$ cat config.mk
export PLATFORM = sky130hd
export DESIGN_NAME = pll_hop_sequencer
export DESIGN_NICKNAME = d
export VERILOG_FILES = /design/src/rtl/pll_hop_sequencer_pkg.sv /design/src/rtl/pll_hop_sequencer_accum.sv /design/src/rtl/pll_hop_sequencer.sv
export SDC_FILE = /design/constraint.sdc
export NUM_CORES = 1
export LEC_CHECK = 0
export ABC_CLOCK_PERIOD_IN_PS = 8700
export CAP_MARGIN = 20
export CORE_MARGIN = 5
export CORE_UTILIZATION = 39
export CTS_CLUSTER_SIZE = 30
export DETAILED_ROUTE_END_ITERATION = 16
export SLEW_MARGIN = 20
export SYNTH_ARGS = -nofsm -noshare
export SYNTH_HDL_FRONTEND = slang
export SYNTH_SLANG_ARGS = --single-unit
$ cat constraint.sdc
create_clock -name clk -period 8.7 [get_ports clk]
set_clock_uncertainty 0.1 [all_clocks]
set_input_delay 0.87 -clock clk [delete_from_list [all_inputs] [get_ports clk]]
set_output_delay 0.87 -clock clk [all_outputs]
set_load 0.01 [all_outputs]
$ cat src/rtl/pll_hop_sequencer_pkg.sv
// ============================================================================
// Module  : pll_hop_sequencer_pkg
// Brief   : Shared widths, handshake timeouts and state encoding for the
//           PLL frequency-hop sequencer.
// Revision: 1.0 - initial release
// ============================================================================
`default_nettype none

package pll_hop_sequencer_pkg;

  localparam int INT_W        = 12;
  localparam int FRAC_W       = 25;
  localparam int WORD_W       = INT_W + FRAC_W;
  localparam int ACK_TIMEOUT  = 255;
  localparam int WAIT_TIMEOUT = 65535;

  typedef enum logic [3:0] {
    S_IDLE     = 4'd0,
    S_PRE_REQ  = 4'd1,
    S_PRE_ACK  = 4'd2,
    S_PRE_WAIT = 4'd3,
    S_DWELL    = 4'd4,
    S_LD_REQ   = 4'd5,
    S_LD_ACK   = 4'd6,
    S_LD_WAIT  = 4'd7,
    S_DONE     = 4'd8
  } state_t;

endpackage

`default_nettype wire

$ cat src/rtl/pll_hop_sequencer_accum.sv
// ============================================================================
// Module  : pll_word_accum
// Brief   : 37-bit {INT,FRAC} add/subtract; FRAC carry/borrow ripples into
//           INT naturally because the word is treated as one integer.
// Revision: 1.0 - initial release
// ============================================================================
`default_nettype none

module pll_word_accum
  import pll_hop_sequencer_pkg::*;
(
  input  logic [WORD_W-1:0] acc,
  input  logic [WORD_W-1:0] step,
  input  logic              dn,
  output logic [WORD_W-1:0] nxt
);

  // Next hop word, wrapping modulo 2^37 in either direction.
  always_comb begin
    nxt = dn ? (acc - step) : (acc + step);
  end

endmodule

`default_nettype wire

$ cat src/rtl/pll_hop_sequencer.sv
// ============================================================================
// Module  : pll_hop_sequencer
// Brief   : Sweeps a synthesizer through a list of {INT,FRAC} words. Each
//           word is pre-loaded during the previous hop's dwell and committed
//           with a load request once both the pre-load and dwell are done.
// Revision: 1.0 - initial release
// ============================================================================
`default_nettype none

module pll_hop_sequencer
  import pll_hop_sequencer_pkg::*;
(
  input  logic              clk,
  input  logic              rst,
  input  logic              start,
  input  logic              abort,
  input  logic [INT_W-1:0]  start_int,
  input  logic [FRAC_W-1:0] start_frac,
  input  logic [INT_W-1:0]  step_int,
  input  logic [FRAC_W-1:0] step_frac,
  input  logic              step_dn,
  input  logic [9:0]        num_hops,
  input  logic [15:0]       dwell,
  output logic [INT_W-1:0]  ints,
  output logic [FRAC_W-1:0] fracs,
  output logic              pre_load,
  output logic              load,
  input  logic              pll_busy,
  output logic              seq_busy,
  output logic [9:0]        hop_index,
  output logic              hop_strobe,
  output logic              done,
  output logic              err
);

  state_t            state;
  logic [WORD_W-1:0] acc;
  logic [WORD_W-1:0] step;
  logic [WORD_W-1:0] acc_next;
  logic              dn;
  logic [9:0]        last_hop;
  logic [9:0]        hop;
  logic [15:0]       dwell_cfg;
  logic [15:0]       dwell_cnt;
  logic [15:0]       tmo;
  logic              abort_pend;
  logic              last_done;
  logic              abort_seen;

  // An abort seen this cycle or remembered from an earlier one.
  assign abort_seen = abort | abort_pend;

  pll_word_accum u_accum (
    .acc  (acc),
    .step (step),
    .dn   (dn),
    .nxt  (acc_next)
  );

  // Sequencer state machine with registered handshake and status outputs.
  always_ff @(posedge clk) begin
    if (!rst) begin
      state      <= S_IDLE;
      acc        <= '0;
      step       <= '0;
      dn         <= 1'b0;
      last_hop   <= '0;
      hop        <= '0;
      dwell_cfg  <= '0;
      dwell_cnt  <= '0;
      tmo        <= '0;
      abort_pend <= 1'b0;
      last_done  <= 1'b0;
      ints       <= '0;
      fracs      <= '0;
      pre_load   <= 1'b0;
      load       <= 1'b0;
      seq_busy   <= 1'b0;
      hop_index  <= '0;
      hop_strobe <= 1'b0;
      done       <= 1'b0;
      err        <= 1'b0;
    end else begin
      pre_load   <= 1'b0;
      load       <= 1'b0;
      hop_strobe <= 1'b0;
      done       <= 1'b0;
      // Dwell keeps running through the next word's pre-load handshake.
      if (dwell_cnt != 16'd0) dwell_cnt <= dwell_cnt - 16'd1;
      if (abort && (state != S_IDLE)) abort_pend <= 1'b1;

      case (state)
        S_IDLE: begin
          abort_pend <= 1'b0;
          if (start && !abort) begin
            acc       <= {start_int, start_frac};
            step      <= {step_int, step_frac};
            dn        <= step_dn;
            last_hop  <= (num_hops == 10'd0) ? 10'd0 : (num_hops - 10'd1);
            dwell_cfg <= (dwell == 16'd0) ? 16'd1 : dwell;
            hop       <= '0;
            dwell_cnt <= '0;
            last_done <= 1'b0;
            err       <= 1'b0;
            seq_busy  <= 1'b1;
            state     <= S_PRE_REQ;
          end
        end

        S_PRE_REQ: begin
          if (!pll_busy) begin
            ints     <= acc[WORD_W-1:FRAC_W];
            fracs    <= acc[FRAC_W-1:0];
            pre_load <= 1'b1;
            tmo      <= '0;
            state    <= S_PRE_ACK;
          end
        end

        S_PRE_ACK, S_LD_ACK: begin
          if (pll_busy) begin
            tmo   <= '0;
            state <= (state == S_PRE_ACK) ? S_PRE_WAIT : S_LD_WAIT;
          end else if (tmo >= 16'(ACK_TIMEOUT)) begin
            err      <= 1'b1;
            seq_busy <= 1'b0;
            state    <= S_IDLE;
          end else begin
            tmo <= tmo + 16'd1;
          end
        end

        S_PRE_WAIT: begin
          if (!pll_busy) begin
            if (abort_seen) begin
              seq_busy <= 1'b0;
              state    <= S_IDLE;
            end else if (hop == 10'd0) begin
              state <= S_LD_REQ;
            end else begin
              state <= S_DWELL;
            end
          end else if (tmo >= 16'(WAIT_TIMEOUT)) begin
            err      <= 1'b1;
            seq_busy <= 1'b0;
            state    <= S_IDLE;
          end else begin
            tmo <= tmo + 16'd1;
          end
        end

        S_DWELL: begin
          if (abort_seen) begin
            seq_busy <= 1'b0;
            state    <= S_IDLE;
          end else if (dwell_cnt == 16'd0) begin
            if (last_done) begin
              done  <= 1'b1;
              state <= S_DONE;
            end else begin
              state <= S_LD_REQ;
            end
          end
        end

        S_LD_REQ: begin
          if (!pll_busy && (dwell_cnt == 16'd0)) begin
            load  <= 1'b1;
            tmo   <= '0;
            state <= S_LD_ACK;
          end
        end

        S_LD_WAIT: begin
          if (!pll_busy) begin
            hop_strobe <= 1'b1;
            hop_index  <= hop;
            dwell_cnt  <= dwell_cfg;
            if (abort_seen) begin
              seq_busy <= 1'b0;
              state    <= S_IDLE;
            end else if (hop == last_hop) begin
              last_done <= 1'b1;
              state     <= S_DWELL;
            end else begin
              acc   <= acc_next;
              hop   <= hop + 10'd1;
              state <= S_PRE_REQ;
            end
          end else if (tmo >= 16'(WAIT_TIMEOUT)) begin
            err      <= 1'b1;
            seq_busy <= 1'b0;
            state    <= S_IDLE;
          end else begin
            tmo <= tmo + 16'd1;
          end
        end

        S_DONE: begin
          seq_busy <= 1'b0;
          state    <= S_IDLE;
        end

        default: begin
          seq_busy <= 1'b0;
          state    <= S_IDLE;
        end
      endcase
    end
  end

endmodule

`default_nettype wire

==> results.json, run 1 <==
{
  "run_status": "complete, no violations",
  "area_growth_pct": 21.6,
  "dieArea_um2": 33500,
  "yosys.area.top_type": "dfxtp_1",
  "yosysWarnings": 0,
  "max_freq_ghz": 0.222,
  "grt-ovfl-total": 0,
  "seq_area_frac_synth_pct": 34.6,
  "peakVddDrop_uv": 146,
  "synth-xor-area-share_pct": 8.00,
  "die_h_um": 183,
  "synth_fp_nets": 1649,
  "synthTopCellsByArea": "dfxtp_1, nand2_1, a21boi_0, xnor2_1, ha_1",
  "core_um2": 29600,
  "post-route-min-period_ns": 4.50,
  "syn_area_um2": 11700,
  "synth-compound-area-share_pct": 23.2,
  "antenna_left": 0,
  "cts_hold_buf": 0,
  "cp.required_ns": 8.97,
  "cts_resized": 0,
  "synth.distinct_cells": 75,
  "async_flop_share_pct": 0,
  "synthAdderAreaFrac_pct": 4.77,
  "drc": 0,
  "cts_max_path_buffers": 3,
  "cts_tree": "built",
  "max-slew-margin-rel_pct": 33.0,
  "drive_above_1_share_pct": 5.21,
  "syn_inst": 1499,
  "vias": 10800,
  "dp_slack_ns": 4.20,
  "cts_buffers": 24,
  "ios": 159,
  "synth_top_family_by_area": "simple AND/OR/NAND/NOR gates",
  "wl_per_cell_um": 16.6,
  "rsz0062_at_grt": "no",
  "wl_mm": 33.2,
  "clockRootBuffer": "clkbuf_16",
  "first_pass_iters": 5,
  "grt_pass1_vias": 10500,
  "worstSetupStartpointType": "register",
  "htreeDepth": 1,
  "ys_ff_latch": 202,
  "grt_pass1_wl_mm": 54.0,
  "crit_arrival_ns": 4.77,
  "power_mw": 4.01,
  "path_class": "register to register",
  "yosysTopAreaCellShare_pct": 34.6,
  "synthMuxAreaShare_pct": 0.342,
  "drv_cap": 0,
  "grt_use_total_pct": 19.1,
  "gp_congestion": 0.848,
  "fin_ws_ns": 4.20,
  "clock_latency_ns": 0.52,
  "powerDensity_nw_per_um2": 282,
  "synth_ff_type": "dfxtp_1",
  "fin_nets": 1744,
  "wl_met2_mm": 15.5,
  "dp.final_hpwl_mm": 23.0,
  "fin_crit_sh_pct": 51.7,
  "yosysMostFrequentCell": "nand2_1",
  "antenna_found_initial": 0,
  "fin_setup_tns_ns": 0,
  "crit_fanout": 9,
  "synth-simple-area-share_pct": 24.3,
  "detail_route.vias_per_cell": 5.37,
  "grt_max_degree": 92,
  "power.leakage_nw": 5.28,
  "reg2reg_slack_ns": 4.20,
  "synth_edf_count": 0,
  "finalHoldViolCount": 0,
  "synth_area_per_cell_um2": 7.80,
  "initial_core_util_pct": 39.5,
  "fp.dieW_um": 183,
  "first_iter_violations": 670,
  "wl_met3_mm": 1.31,
  "hold_class": "register to register",
  "top_layer": "met4",
  "cts.sinks": 202,
  "post_cts_buffers": 0,
  "finalMaxSlewViolations": 0,
  "setup_viol": 0,
  "utilization_pct": 48.0,
  "io_buffers": 158,
  "cp-end-kind": "register",
  "wl_met1_mm": 15.7,
  "synth_common_cells": "nand2_1, dfxtp_1, a21boi_0",
  "worst_pin_slew_ns": 1.00,
  "path_clk_slew_ns": 0.06,
  "num_rows": 63
}
-- layout make-up --
class | instances | area [µm²]
fillers | 2999 | 15400
diodes | 1 | 2.50
clock inverters | 11 | 96.3
multi-input cells | 1167 | 7110
flip-flops and latches | 202 | 4040
repair buffers | 168 | 1660
clock buffers | 32 | 701
inverters | 31 | 116
well taps | 390 | 488
-- critical path, cell delays in order (launching register included) --
cell and delay [ns]:
dfxtp_1 0.36, or4_4 0.57, nor4_1 0.48, and2_1 0.32, a21oi_1 0.18, xnor2_1 0.18
ha_1 0.48, nand2_1 0.11, o21a_1 0.23, nand2b_1 0.15, a31oi_1 0.28, o21ai_1 0.28
o41ai_2 0.38, xnor2_1 0.16, a31oi_1 0.09
-- metal layers --
metal / track usage (%) / up-vias
met3: 2.74 / 50
met1: 26.0 / 5080
met5: 0 / -
met4: 4.35 / 0
li1: - / 5430
met2: 32.4 / 195
-- cells by family (layout without fill, tap and decap cells) --
logic type,count (synthesis),count (layout)
other,0,1
flip-flops,202,202
AO/OA/AOI/OAI,407,407
multiplexers,4,4
AND/OR/NAND/NOR,606,606
adder cells (fa/ha/maj),44,44
XOR/XNOR,106,106
buffers and inverters,130,242
-- per-stage QoR --
step / cells / cell area (µm²) / hold slack (ns)
6_report: 2002 / 14200 / 0.343
5_1_grt: 2001 / 14200 / 0.373
4_1_cts: 2000 / 14200 / 0.351
3_5_place_dp: 1957 / 13400 / 0.336
3_3_place_gp: 1957 / 13400 / 0.336
2_1_floorplan: 1499 / 11700 / 0.320
-- path summary, 6_finish.rpt --
| kind | startpoint | to | cells after the start |
|---|---|---|---|
| min | dwell_cfg[0]$_SDFFE_PN0P_ | dwell_cnt[0]$_SDFF_PN0_ | 2 |
| max reg2reg | step[2]$_SDFFE_PN0P_ | acc[34]$_SDFFE_PN0P_ | 14 |
| max | step[2]$_SDFFE_PN0P_ | acc[34]$_SDFFE_PN0P_ | 14 |
| min reg2reg | dwell_cfg[0]$_SDFFE_PN0P_ | dwell_cnt[0]$_SDFF_PN0_ | 2 |
-- where the power goes --
group | switching [mW] | internal [mW] | total [mW]
Sequential | 0.136 | 1.06 | 1.20
Combinational | 1.09 | 0.730 | 1.82
Clock | 0.408 | 0.594 | 1.00
-- sequential cells by signal, summed over array words and instances (netlist names), 4 cells and up --
signal and count:
last_hop 10, fracs 25, state 4, ints 12
hop 10, tmo 16, dwell_cfg 16, acc 37
step 37, dwell_cnt 16, hop_index 10
-- cells in the final DEF (no fill, tap or decap), drive strengths merged, types with 3 or more instances in the layout --
cell,instances
a211oi,11
a21boi,105
a21o,18
a21oi,62
a31oi,30
a41oi,5
and2,19
and3,14
buf,11
clkbuf,32
clkdlybuf4s50,157
clkinv,8
dfxtp,202
ha,43
inv,31
mux2i,4
nand2,307
nand2b,6
nand3,30
nand4,25
nor2,98
nor2b,13
nor3,42
nor3b,10
nor4,21
o211a,13
o211ai,16
o21a,8
o21ai,97
o21bai,5
o22ai,5
o31a,3
o31ai,5
o41ai,3
or3,8
or4,6
xnor2,71
xor2,35
Note: power is estimated with default switching activity, not from simulation.
==> inputs of run 2 (changes only) <==
--- a/config.mk
+++ b/config.mk
@@ -5,7 +5,7 @@
 export SDC_FILE = /design/constraint.sdc
 export NUM_CORES = 1
 export LEC_CHECK = 0
-export ABC_CLOCK_PERIOD_IN_PS = 8700
+export ABC_CLOCK_PERIOD_IN_PS = 3900
 export CAP_MARGIN = 20
 export CORE_MARGIN = 5
 export CORE_UTILIZATION = 39
==> constraint.sdc (replaced) <==
create_clock -name clk -period 3.9 [get_ports clk]
set_clock_uncertainty 0.1 [all_clocks]
set_input_delay 0.39 -clock clk [delete_from_list [all_inputs] [get_ports clk]]
set_output_delay 0.39 -clock clk [all_outputs]
set_load 0.01 [all_outputs]
==> results.json, run 2 (synthesis gave the netlist of run 1 again) <==
{
  "run_status": "finished with violations",
  "violations": "setup timing",
  "crit_fanout": 4,
  "utilization_pct": 51.5,
  "fill_cells": 2934,
  "largestRegisters": "acc: 37 flops, step: 37 flops, fracs: 25 flops",
  "cts_max_path_buffers": 3,
  "diodes": 0,
  "max-slew-margin-rel_pct": 48.5,
  "num_rows": 63,
  "drv_cap": 0,
  "finalMaxSlewViolations": 0,
  "vias": 11100,
  "clock_latency_ns": 0.53,
  "io_buffers": 158,
  "cts_hold_buf": 0,
  "powerDensity_nw_per_um2": 650,
  "drc": 0,
  "grt_max_degree": 111,
  "wl_mm": 34.3,
  "fin_nets": 1850,
  "cp-end-kind": "register",
  "setup_viol": 1,
  "crit_arrival_ns": 4.20,
  "antenna_left": 0,
  "grt_use_total_pct": 19.8,
  "first_iter_violations": 601,
  "dieArea_um2": 33500,
  "final_cell_mix": "nand2_1, dfxtp_1, clkdlybuf4s50_1",
  "layout_commonest_cell": "nand2_1",
  "finalHoldViolCount": 0,
  "swShare_pct": 40.0,
  "dp_slack_ns": -0.113,
  "power_switching_mw": 3.97,
  "top_layer": "met4",
  "power_frac_seq_pct": 26.9,
  "path_class": "register to register",
  "fin_ws_ns": -0.00857,
  "area_growth_pct": 30.5,
  "hold_ws_ns": 0.293,
  "wl_met1_mm": 16.2,
  "wl_per_cell_um": 16.3,
  "grt_pass1_wl_mm": 56.0,
  "internal-power_mw": 5.96,
  "detail_route.vias_per_cell": 5.27,
  "clkPwrFrac_pct": 22.2,
  "grt-ovfl-total": 0,
  "hold_class": "primary input to register",
  "fp.dieW_um": 183,
  "initial_core_util_pct": 39.5,
  "clockRootBuffer": "clkbuf_16",
  "wl_met3_mm": 1.30,
  "worst_pin_slew_ns": 0.772,
  "grt_pass1_vias": 10900,
  "fin_setup_tns_ns": -0.00857,
  "path_clk_slew_ns": 0.06,
  "die_h_um": 183,
  "first_pass_iters": 5,
  "fin_crit_sh_pct": 100,
  "cp.required_ns": 4.20,
  "wl_met2_mm": 15.7,
  "cts.sinks": 202,
  "power_mw": 9.92,
  "htreeDepth": 1,
  "worstSetupStartpointType": "register",
  "core_um2": 29600,
  "antenna_found_initial": 0,
  "cts_tree": "built",
  "ios": 159,
  "drive_above_1_share_pct": 13.6,
  "peakVddDrop_uv": 395,
  "dp.final_hpwl_mm": 24.6,
  "p_comb_share_pct": 50.9,
  "rsz0062_at_grt": "yes",
  "max_freq_ghz": 0.256,
  "gp_congestion": 0.912,
  "power.leakage_nw": 5.84,
  "cts_buffers": 24,
  "post-route-min-period_ns": 3.91
}
[run 2: cell types whose count changed in the layout (fill, tap and decap cells not counted), moves of 5 or more]
cell,delta
a21oi_1,-11
a21oi_2,+10
buf_4,+103
nor2_1,-6
nor2_2,+6
nor3_1,-5
o21ai_0,-9
o21ai_1,+5
[run 2: power groups by stage]
stage                     sequential [mW]  clock, mW  combinational (mW)
after floorplan                      2.61          0                3.11
after detailed placement             2.71          0                4.63
after global routing                 2.71       2.35                5.57
after global placement               2.71          0                4.62
after CTS                            2.67       2.27                4.75
final                                2.67       2.20                5.05
[run 2: layout make-up]
cell class              count  area [µm²]  share of cell area, %
clock inverters             9        93.8                  0.615
repair buffers            274        2480                   16.3
clock buffers              33         684                   4.48
well taps                 390         488                   3.20
multi-input cells        1167        7350                   48.2
inverters                  31         116                  0.762
flip-flops and latches    202        4050                   26.5
[run 2: final timing paths]
check	from	to	slack, ns	cells past startpoint
setup reg to reg	step[5]$_SDFFE_PN0P_	acc[36]$_SDFFE_PN0P_	-0.009	17
hold reg to reg	dwell_cfg[12]$_SDFFE_PN0P_	dwell_cnt[12]$_SDFF_PN0_	0.35	2
setup / recovery	step[5]$_SDFFE_PN0P_	acc[36]$_SDFFE_PN0P_	-0.009	17
hold / removal	rst	dwell_cfg[5]$_SDFFE_PN0P_	0.29	2
[run 2: worst max-delay path: stages (launching register included)]
cell and delay (ns):
dfxtp_1 0.31, or4_4 0.55, buf_6 0.14, nor3b_4 0.29
buf_6 0.15, nand3_4 0.07, nor4_4 0.25, buf_4 0.19
a31oi_1 0.09, xnor2_1 0.16, ha_1 0.34, nand4_1 0.19
buf_4 0.21, nor3_4 0.17, o211ai_1 0.12, a31oi_1 0.21
xnor2_1 0.14, o2bb2ai_1 0.09
[run 2: metrics by stage]
step,cells,cell area [µm²]
6_report,2106,15300
3_5_place_dp,2046,14100
5_1_grt,2106,15300
4_1_cts,2093,15000
3_3_place_gp,2046,14100
2_1_floorplan,1499,11700
[run 2: metal layers]
metal,vias to the layer above,track usage (%)
met1,5166,27.1
met5,-,0
met2,241,32.6
met4,0,5.96
li1,5636,-
met3,56,2.76
[run 2: timing repair]
| action | 4_1_cts | 5_1_grt |
|---|---|---|
| setup endpoints to repair | 13 | 22 |
| gates resized for setup | 10 | 57 |
| pin swaps | 11 | 49 |
| setup buffers | 5 | 13 |
